## src/rtl/debouncer_bank.sv

```systemverilog
// Multi-channel switch conditioner: per-channel synchroniser, stability-counter debounce,
// registered level plus one-cycle rise/fall pulses.
module debouncer_bank #(
  parameter int unsigned         CHANNELS       = 4,
  parameter int unsigned         STABLE_SAMPLES = 12500,
  parameter int unsigned         SYNC_STAGES    = 2,
  parameter logic [CHANNELS-1:0] RESET_LEVEL    = '0
) (
  input  logic                clk,
  input  logic                reset,
  input  logic [CHANNELS-1:0] in,
  input  logic                sample_en,
  output logic [CHANNELS-1:0] out,
  output logic [CHANNELS-1:0] rise,
  output logic [CHANNELS-1:0] fall,
  output logic [CHANNELS-1:0] busy
);

  localparam int unsigned CW = ($clog2(STABLE_SAMPLES) > 1) ? $clog2(STABLE_SAMPLES) : 1;
  localparam logic [CW-1:0] CntLast = CW'(STABLE_SAMPLES - 1);

  logic [CHANNELS-1:0] sync_q [SYNC_STAGES];
  logic [CW-1:0]       cnt_q  [CHANNELS];
  logic [CHANNELS-1:0] out_q;
  logic [CHANNELS-1:0] rise_q;
  logic [CHANNELS-1:0] fall_q;
  logic [CHANNELS-1:0] sync_s;

  assign sync_s = sync_q[SYNC_STAGES-1];

  always_ff @(posedge clk) begin
    if (reset) begin
      for (int k = 0; k < SYNC_STAGES; k++) begin
        sync_q[k] <= RESET_LEVEL;
      end
      for (int i = 0; i < CHANNELS; i++) begin
        cnt_q[i] <= '0;
      end
      out_q  <= RESET_LEVEL;
      rise_q <= '0;
      fall_q <= '0;
    end else begin
      // The synchroniser shifts every cycle; only the debounce logic honours sample_en.
      sync_q[0] <= in;
      for (int k = 1; k < SYNC_STAGES; k++) begin
        sync_q[k] <= sync_q[k-1];
      end
      rise_q <= '0;
      fall_q <= '0;
      if (sample_en) begin
        for (int i = 0; i < CHANNELS; i++) begin
          if (sync_s[i] == out_q[i]) begin
            cnt_q[i] <= '0;
          end else if (cnt_q[i] == CntLast) begin
            out_q[i]  <= sync_s[i];
            cnt_q[i]  <= '0;
            rise_q[i] <= sync_s[i];
            fall_q[i] <= ~sync_s[i];
          end else begin
            cnt_q[i] <= cnt_q[i] + CW'(1);
          end
        end
      end
    end
  end

  always_comb begin
    busy = '0;
    for (int i = 0; i < CHANNELS; i++) begin
      busy[i] = (cnt_q[i] != '0);
    end
  end

  assign out  = out_q;
  assign rise = rise_q;
  assign fall = fall_q;

endmodule

```

## config.mk

```make
export PLATFORM = sky130hd
export DESIGN_NAME = debouncer_bank
export DESIGN_NICKNAME = d
export VERILOG_FILES = /design/src/rtl/debouncer_bank.sv
export SDC_FILE = /design/constraint.sdc
export NUM_CORES = 1
export LEC_CHECK = 0
export ABC_AREA = 1
export BUFFER_PORTS_ARGS = -buffer_cell sky130_fd_sc_hd__clkbuf_2
export CAP_MARGIN = 40
export CORE_MARGIN = 8
export CORE_UTILIZATION = 53
export CTS_CLUSTER_DIAMETER = 50
export DETAILED_ROUTE_END_ITERATION = 6
export PLACE_DENSITY = 0.82
export SYNTH_ARGS = -nofsm -noshare
export SYNTH_HDL_FRONTEND = slang
export SYNTH_SLANG_ARGS = --single-unit
```

## constraint.sdc

```tcl
create_clock -name clk -period 3.85 [get_ports clk]
set_clock_uncertainty 0.2 [all_clocks]
set_input_delay 1.155 -clock clk [delete_from_list [all_inputs] [get_ports clk]]
set_output_delay 1.155 -clock clk [all_outputs]
set_load 0.005 [all_outputs]
```

==> results.cfg, run 1 <==
[synth]
syn_nets = 542
synth_top_cell_area_share = 0.377
netlist.top_cell.by_area = edfxtp_1
syn_area_per_cell_um2 = 8.47
yosysWarnings = 0
ys_top_cells_by_area = edfxtp_1, dfxtp_1, nand2_1, nor2_1, inv_1
ys_seq_area_frac = 0.466
synthCells = 527
syn_area_mm2 = 0.00447
synth.distinct_cells = 32
ys_seq_elements = 76

[layout]
final_cells = 665
syn2layout_area_growth_pct = 8.66
diodes = 0
fin_area_mm2 = 0.00485
final_cell_mix = nand2_1, nor2_1, inv_1
nets = 570
num-fill-cells = 703
final_layout_size_suffix_gt1_frac = 0.164
final_common_cell = nand2_1

[timing]
timing.final.crit_share = 0.760
max_freq_mhz = 342
whs_ns = 0.208
hold_violations = 0
setup_tns_ns = 0
rsz0062_at_grt = false
tightest_slew_ns = 0.556
relSlewSlack = 0.628
drv_slew = 0
finalCriticalPeriod_ns = 2.93
setup_viol = 0

[global_route]
grt_use_total = 0.152
grt_max_degree = 35
grt_pass1_wl_um = 14500
overflow = 0
antenna_found_initial = 0
grt_pass1_vias = 3374

[placed_design]
dp_hpwl_um = 6140
io_buffer_count = 22
place_congestion = 0.922
dp.cells = 649
dpl_cell_area_mm2 = 0.00464

[cts]
ctsHoldBuffers = 0
clock-root-buffer = clkbuf_8
clkTransAtPathRegs_ns = 0.08
htreeDepth = 3
cts_tree = built
cts_buffers = 9
postCtsSetupBuffers = 0
clock_sinks = 76
cts_buffer_depth = 2
cts-resized-gates = 0
clk_latency_ns = 0.35

[worst_hold_path]
whs_path_depth = 2
hold_end = sync_q[0][6]
hold_path_class = register to register
min_from = sync_q[0][2]

[critical_path]
reg2reg_from = cnt_q[2][0]
arrival_ns = 1.57
critical_path_class = register to primary output
critPathCaptureType = primary output
cp_max_fo = 4
r2r-end = cnt_q[2][8]
reg2regPathDepth = 6
startpoint = cnt_q[0][8]
start_kind = register
timing.reg2reg.setup_slack_ns = 1.93
crit_required_ns = 2.49

[routing]
vias = 3470
wl_met1_um = 3790
top_layer = met4
wl_met3_um = 322
routed_wl_um = 8290
firstDrtPassIters = 5
wl_per_cell_um = 12.5
drt_iter0_drc = 181
drc = 0
route.met2.wl_um = 3970
avgViaCountPerCell = 5.22
ant_nets = 0

[floorplan]
coreArea_mm2 = 0.00818
row_count = 33
num_io_pins = 23
initial_core_util = 0.546
die_area_mm2 = 0.0116
die_width_um = 108
die_h_um = 108

[power_and_ir_drop]
cellLeakagePower_nw = 1.74
ir_drop_mv = 0.149
p_per_area_mw_per_mm2 = 351
power_w = 0.00170

[job]
drv_cap = 0

[status]
status = completed
critical path, stage by stage (launching register included):
cell and delay (ns):
edfxtp_1 0.47, nor2_1 0.14, nand2_1 0.11, nor4_1 0.25, nand4_1 0.12, clkbuf_2 0.13
layer usage:
layer  vias up  GRT usage
met2        78      0.249
met1      1614      0.184
li1       1757          -
met3        21     0.0299
met4         0     0.0852
met5         -          0
sequential cells by signal, summed over array words and instances, names as in the netlist:
signal and cells:
cnt_q 56, sync_q 8, fall 4, out 4
rise 4
where the power goes:
part           internal (W)  total (W)  switching (W)
Sequential         0.000908   0.000943      0.0000348
Combinational     0.0000355   0.000109      0.0000739
Clock              0.000362   0.000650       0.000287
Total               0.00131    0.00170       0.000396
logic make-up (layout without fill, tap and decap cells):
logic type,count (synthesis),count (layout),synth area share
AOI/OAI and AO/OA,29,29,0.0476
adders and majority gates,8,8,0.0224
DFF,76,76,0.466
xor gates and xnor gates,22,22,0.0431
buffers and inverters,85,118,0.0869
and+or+nand+nor,307,307,0.334
cell usage after synthesis (all sizes together):
library cell / instances
nor3b: 1
xnor2: 5
buf: 6
dfxtp: 20
ha: 8
or2: 2
nor3: 14
nor4: 6
clkinv: 2
inv: 77
o21ai: 3
nor2: 115
edfxtp: 56
nand4: 18
a21oi: 26
nand3: 35
nand3b: 1
xor2: 17
nand2: 115
final cells by class:
type                       instances  area, um2  share of cell area
multi-input combinational        366       2000               0.412
tap                              105        131              0.0271
timing repair buffer              23        130              0.0268
clock buffer                      11        131              0.0271
inverter                          79        303              0.0624
sequential                        76       2080               0.429
clock inverter                     5       76.3              0.0157
how the worst max path moves through the flow:
stage	cells past startpoint	slack [ns]	endpoint
final	5	0.92	busy[0]
after global routing	5	0.76	busy[3]
after CTS	5	0.90	busy[0]
after detailed placement	4	1.08	cnt_q[3][7]
after global placement	4	1.10	cnt_q[2][3]
after floorplan	3	0.67	cnt_q[0][0]
metrics by stage:
| stage | setup WS (ns) | util |
|---|---|---|
| 2_1_floorplan | 0.666 | - |
| 3_3_place_gp | 1.10 | 0.568 |
| 3_5_place_dp | 1.08 | 0.568 |
| 4_1_cts | 0.895 | 0.594 |
| 5_1_grt | 0.762 | 0.594 |
| 6_report | 0.923 | 0.594 |
(Power assumes the default switching activity.)
==> run 2, diff against run 1 <==
Clock period 3.85 ns to 3.1 ns, I/O delays scaled along.
==> run 2 against run 1 <==
  * Cell area decreased by 1.2%
  * Critical path depth rose by 1
  * Utilization shrank 0.72 points
  * Sequential power is 24% higher
  * Largest cell class unchanged
  * Highest routed layer unchanged
==> results.cfg, run 2 (synthesis results as in run 1) <==
[placed_design]
io_buffer_count = 22
dp_hpwl_um = 6070
place_congestion = 0.918

[critical_path]
timing.reg2reg.setup_slack_ns = 1.16
critPathCaptureType = primary output
critical_path_class = register to primary output
reg2reg_from = cnt_q[2][0]
arrival_ns = 1.53
start_kind = register
cp_max_fo = 4
r2r-end = cnt_q[2][8]
reg2regPathDepth = 6
crit_required_ns = 1.97

[cts]
clkTransAtPathRegs_ns = 0.06
clk_latency_ns = 0.35
cts-resized-gates = 0
htreeDepth = 3
cts_buffer_depth = 2
cts_buffers = 9
postCtsSetupBuffers = 0
ctsHoldBuffers = 0
clock_sinks = 76
cts_tree = built
clock-root-buffer = clkbuf_8

[power_and_ir_drop]
ir_drop_mv = 0.204
cellLeakagePower_nw = 1.71
p_per_area_mw_per_mm2 = 403
power_w = 0.00193

[global_route]
grt_pass1_wl_um = 14600
overflow = 0
grt_max_degree = 57
grt_pass1_vias = 3408
antenna_found_initial = 0
grt_use_total = 0.155

[layout]
num-fill-cells = 693
diodes = 0
largest_register_ffs = 56
largest_register = cnt_q
top_regs = cnt_q x56, sync_q x8
final_layout_size_suffix_gt1_frac = 0.161
syn2layout_area_growth_pct = 7.34
nets = 570
final_common_cell = nand2_1
final_cell_mix = nand2_1, nor2_1, inv_1

[timing]
relSlewSlack = 0.712
finalCriticalPeriod_ns = 2.66
setup_viol = 0
timing.final.crit_share = 0.859
drv_slew = 0
setup_tns_ns = 0
tightest_slew_ns = 0.429
rsz0062_at_grt = false
hold_violations = 0
max_freq_mhz = 376

[routing]
wl_per_cell_um = 12.6
vias = 3429
ant_nets = 0
avgViaCountPerCell = 5.16
drc = 0
firstDrtPassIters = 5
drt_iter0_drc = 289
routed_wl_um = 8390

[status]
status = completed

[worst_hold_path]
hold_end = sync_q[0][4]
hold_path_class = register to register
min_from = sync_q[0][0]
whs_path_depth = 2

[floorplan]
row_count = 33
initial_core_util = 0.546
die_h_um = 108
die_width_um = 108
num_io_pins = 23
die_area_mm2 = 0.0116
coreArea_mm2 = 0.00818

[job]
drv_cap = 0
==> run 2: cell types whose count changed in the layout (fill, tap and decap cells not counted) <==
cell / previous run / this run
bufinv_16: 2 / 0
clkinv_1: 1 / 2
clkinv_2: 2 / 3
clkinvlp_4: 1 / 0
==> run 2: worst max-delay path by stage <==
stage	cells after the start	slack, ns	to	startpoint
floorplan	3	0.14	cnt_q[0][0]	reset
global placement	8	0.80	cnt_q[0][13]	reset
detailed placement	8	0.74	cnt_q[0][9]	reset
CTS	6	0.43	busy[3]	cnt_q[3][0]
global route	6	0.26	busy[3]	cnt_q[3][0]
finish	6	0.44	busy[3]	cnt_q[3][0]
==> run 2: layout make-up <==
cell class                 count  area, um2  share of cell area
timing repair buffer          23        130              0.0271
inverter                      79        303              0.0632
multi-input combinational    366       2000               0.417
sequential                    76       2080               0.434
clock buffer                  11        131              0.0274
clock inverter                 4       17.5             0.00365
tap                          105        131              0.0274
==> run 2: power by group <==
group          leakage (nW)  internal [W]  switching [W]  total (W)
combinational         0.850     0.0000444      0.0000912   0.000136
sequential            0.786       0.00113      0.0000426    0.00117
clock                0.0780      0.000279       0.000345   0.000624
==> run 2: routing by layer <==
layer	track usage	vias to the layer above	routed length [um]
met5	0	-	0
met4	0.0714	0	147
met3	0.0365	11	348
met2	0.265	74	4110
met1	0.180	1589	3790
li1	-	1755	-
==> run 2: stage by stage <==
| step | util | hold slack [ns] | setup slack (ns) | instances | cell area [um2] |
|---|---|---|---|---|---|
| after global routing | 0.586 | 0.226 | 0.263 | 664 | 4790 |
| after CTS | 0.586 | 0.209 | 0.433 | 664 | 4790 |
| after floorplan | - | 0.188 | 0.141 | 527 | 4470 |
| after detailed placement | 0.568 | 0.200 | 0.742 | 649 | 4640 |
| after global placement | 0.568 | 0.195 | 0.798 | 649 | 4640 |
| final | 0.586 | 0.206 | 0.438 | 664 | 4790 |
==> run 2: worst max-delay path, stage by stage, from the launching register on <==
cell and delay [ns]:
edfxtp_1 0.44, inv_1 0.09, ha_1 0.14, nand2_1 0.05, nor4_1 0.22, nand2_1 0.12
clkbuf_2 0.13
==> run 3, diff against run 2 <==
Settings changed: CTS_BUF_LIST from default to sky130_fd_sc_hd__clkbuf_8.
==> run 3 against run 2 <==
  * Cell count stayed put
  * Power down 0.36%
  * Cell area unchanged
  * Clock power fell by 1%
  * Critical path type unchanged
  * Largest cell class unchanged
==> results.cfg, run 3 (synthesis results as in run 1) <==
[cts]
cts_buffers = 9
clk_latency_ns = 0.35
cts_buffer_depth = 2
htreeDepth = 3
clock_sinks = 76
clock-root-buffer = clkbuf_8
postCtsSetupBuffers = 0
clkTransAtPathRegs_ns = 0.06
cts_tree = built
cts-resized-gates = 0
ctsHoldBuffers = 0

[routing]
drt_iter0_drc = 286
routed_wl_um = 8440
ant_nets = 0
drc = 0
avgViaCountPerCell = 5.19
vias = 3445
wl_per_cell_um = 12.7
firstDrtPassIters = 5

[critical_path]
critical_path_class = register to primary output
critPathCaptureType = primary output
crit_top_cell = nand2_1
cp_cell_sequence = inv_1 > ha_1 > nand2_1 > nor4_1 > nand2_1 > clkbuf_2
start_kind = register
cp_max_fo = 4
max_stage_delay_ns = 0.44
arrival_ns = 1.51
cp_slowest_cell = edfxtp_1
crit_required_ns = 1.97

[timing]
tightest_slew_ns = 0.423
hold_violations = 0
relSlewSlack = 0.716
timing.final.crit_share = 0.853
max_freq_mhz = 378
setup_tns_ns = 0
rsz0062_at_grt = false
setup_viol = 0
drv_slew = 0
setup_ws_ns = 0.457
finalCriticalPeriod_ns = 2.64

[floorplan]
initial_core_util = 0.546
num_io_pins = 23
coreArea_mm2 = 0.00818
die_width_um = 108
die_area_mm2 = 0.0116
row_count = 33
die_h_um = 108

[layout]
nets = 570
largest_register = cnt_q
final_common_cell = nand2_1
syn2layout_area_growth_pct = 7.34
final_layout_size_suffix_gt1_frac = 0.161
diodes = 0
num-fill-cells = 693
final_cell_mix = nand2_1, nor2_1, inv_1
top_regs = cnt_q x56, sync_q x8
largest_register_ffs = 56
final_cells = 664

[worst_hold_path]
hold_path_class = register to register

[power_and_ir_drop]
power_w = 0.00192
cellLeakagePower_nw = 1.72
p_per_area_mw_per_mm2 = 401
ir_drop_mv = 0.204

[global_route]
grt_use_total = 0.155
antenna_found_initial = 0
grt_max_degree = 57
grt_pass1_wl_um = 14600
grt_pass1_vias = 3408
overflow = 0

[placed_design]
io_buffer_count = 22
place_congestion = 0.918
dp_hpwl_um = 6070
pre_cts_ws_ns = 0.742
dp.cells = 649

[status]
status = completed

[job]
drv_cap = 0
## run 3: cell count changes in the layout (fill, tap and decap cells not counted)
cell      delta
clkbuf_1     -2
inv_1        +2
## run 3: worst max-delay path, delay by kind of cell (launching register included)
family | cells | cell delay (ns)
flops | 1 | 0.44
simple gates | 3 | 0.37
buf+inv | 2 | 0.21
fa+ha+maj | 1 | 0.14
## run 3: per-stage QoR
step,utilization,hold WS (ns),instance area (um2)
after detailed placement,0.568,0.200,4640
after global placement,0.568,0.195,4640
after floorplan,-,0.188,4470
after CTS,0.586,0.209,4790
final,0.586,0.206,4790
after global routing,0.586,0.226,4790
## run 3: worst paths after layout
check	slack (ns)	start	to	cells past startpoint
max	0.46	cnt_q[3][0]	busy[3]	6
min reg2reg	0.21	sync_q[0][0]	sync_q[0][4]	2
min	0.21	sync_q[0][0]	sync_q[0][4]	2
max reg2reg	1.15	cnt_q[2][0]	cnt_q[2][8]	6
## run 3: per-layer routing
| metal | wire length [um] | global-route usage | up-vias |
|---|---|---|---|
| li1 | - | - | 1757 |
| met2 | 4100 | 0.265 | 94 |
| met5 | 0 | 0 | - |
| met1 | 3780 | 0.180 | 1583 |
| met4 | 157 | 0.0714 | 0 |
| met3 | 397 | 0.0365 | 11 |
## run 3: power by group
part           leakage [nW]  internal (W)  switching (W)
clock                0.0863      0.000272       0.000344
sequential            0.786       0.00113      0.0000427
combinational         0.850     0.0000444      0.0000915
total                  1.72       0.00145       0.000479
## run 3: layout make-up
class / count / area (um2) / area share
clock buffer: 9 / 124 / 0.0258
tap: 105 / 131 / 0.0274
timing repair buffer: 23 / 130 / 0.0271
multi-input combinational: 366 / 2000 / 0.417
inverter: 79 / 303 / 0.0632
sequential: 76 / 2080 / 0.434
clock inverter: 6 / 25.0 / 0.00522
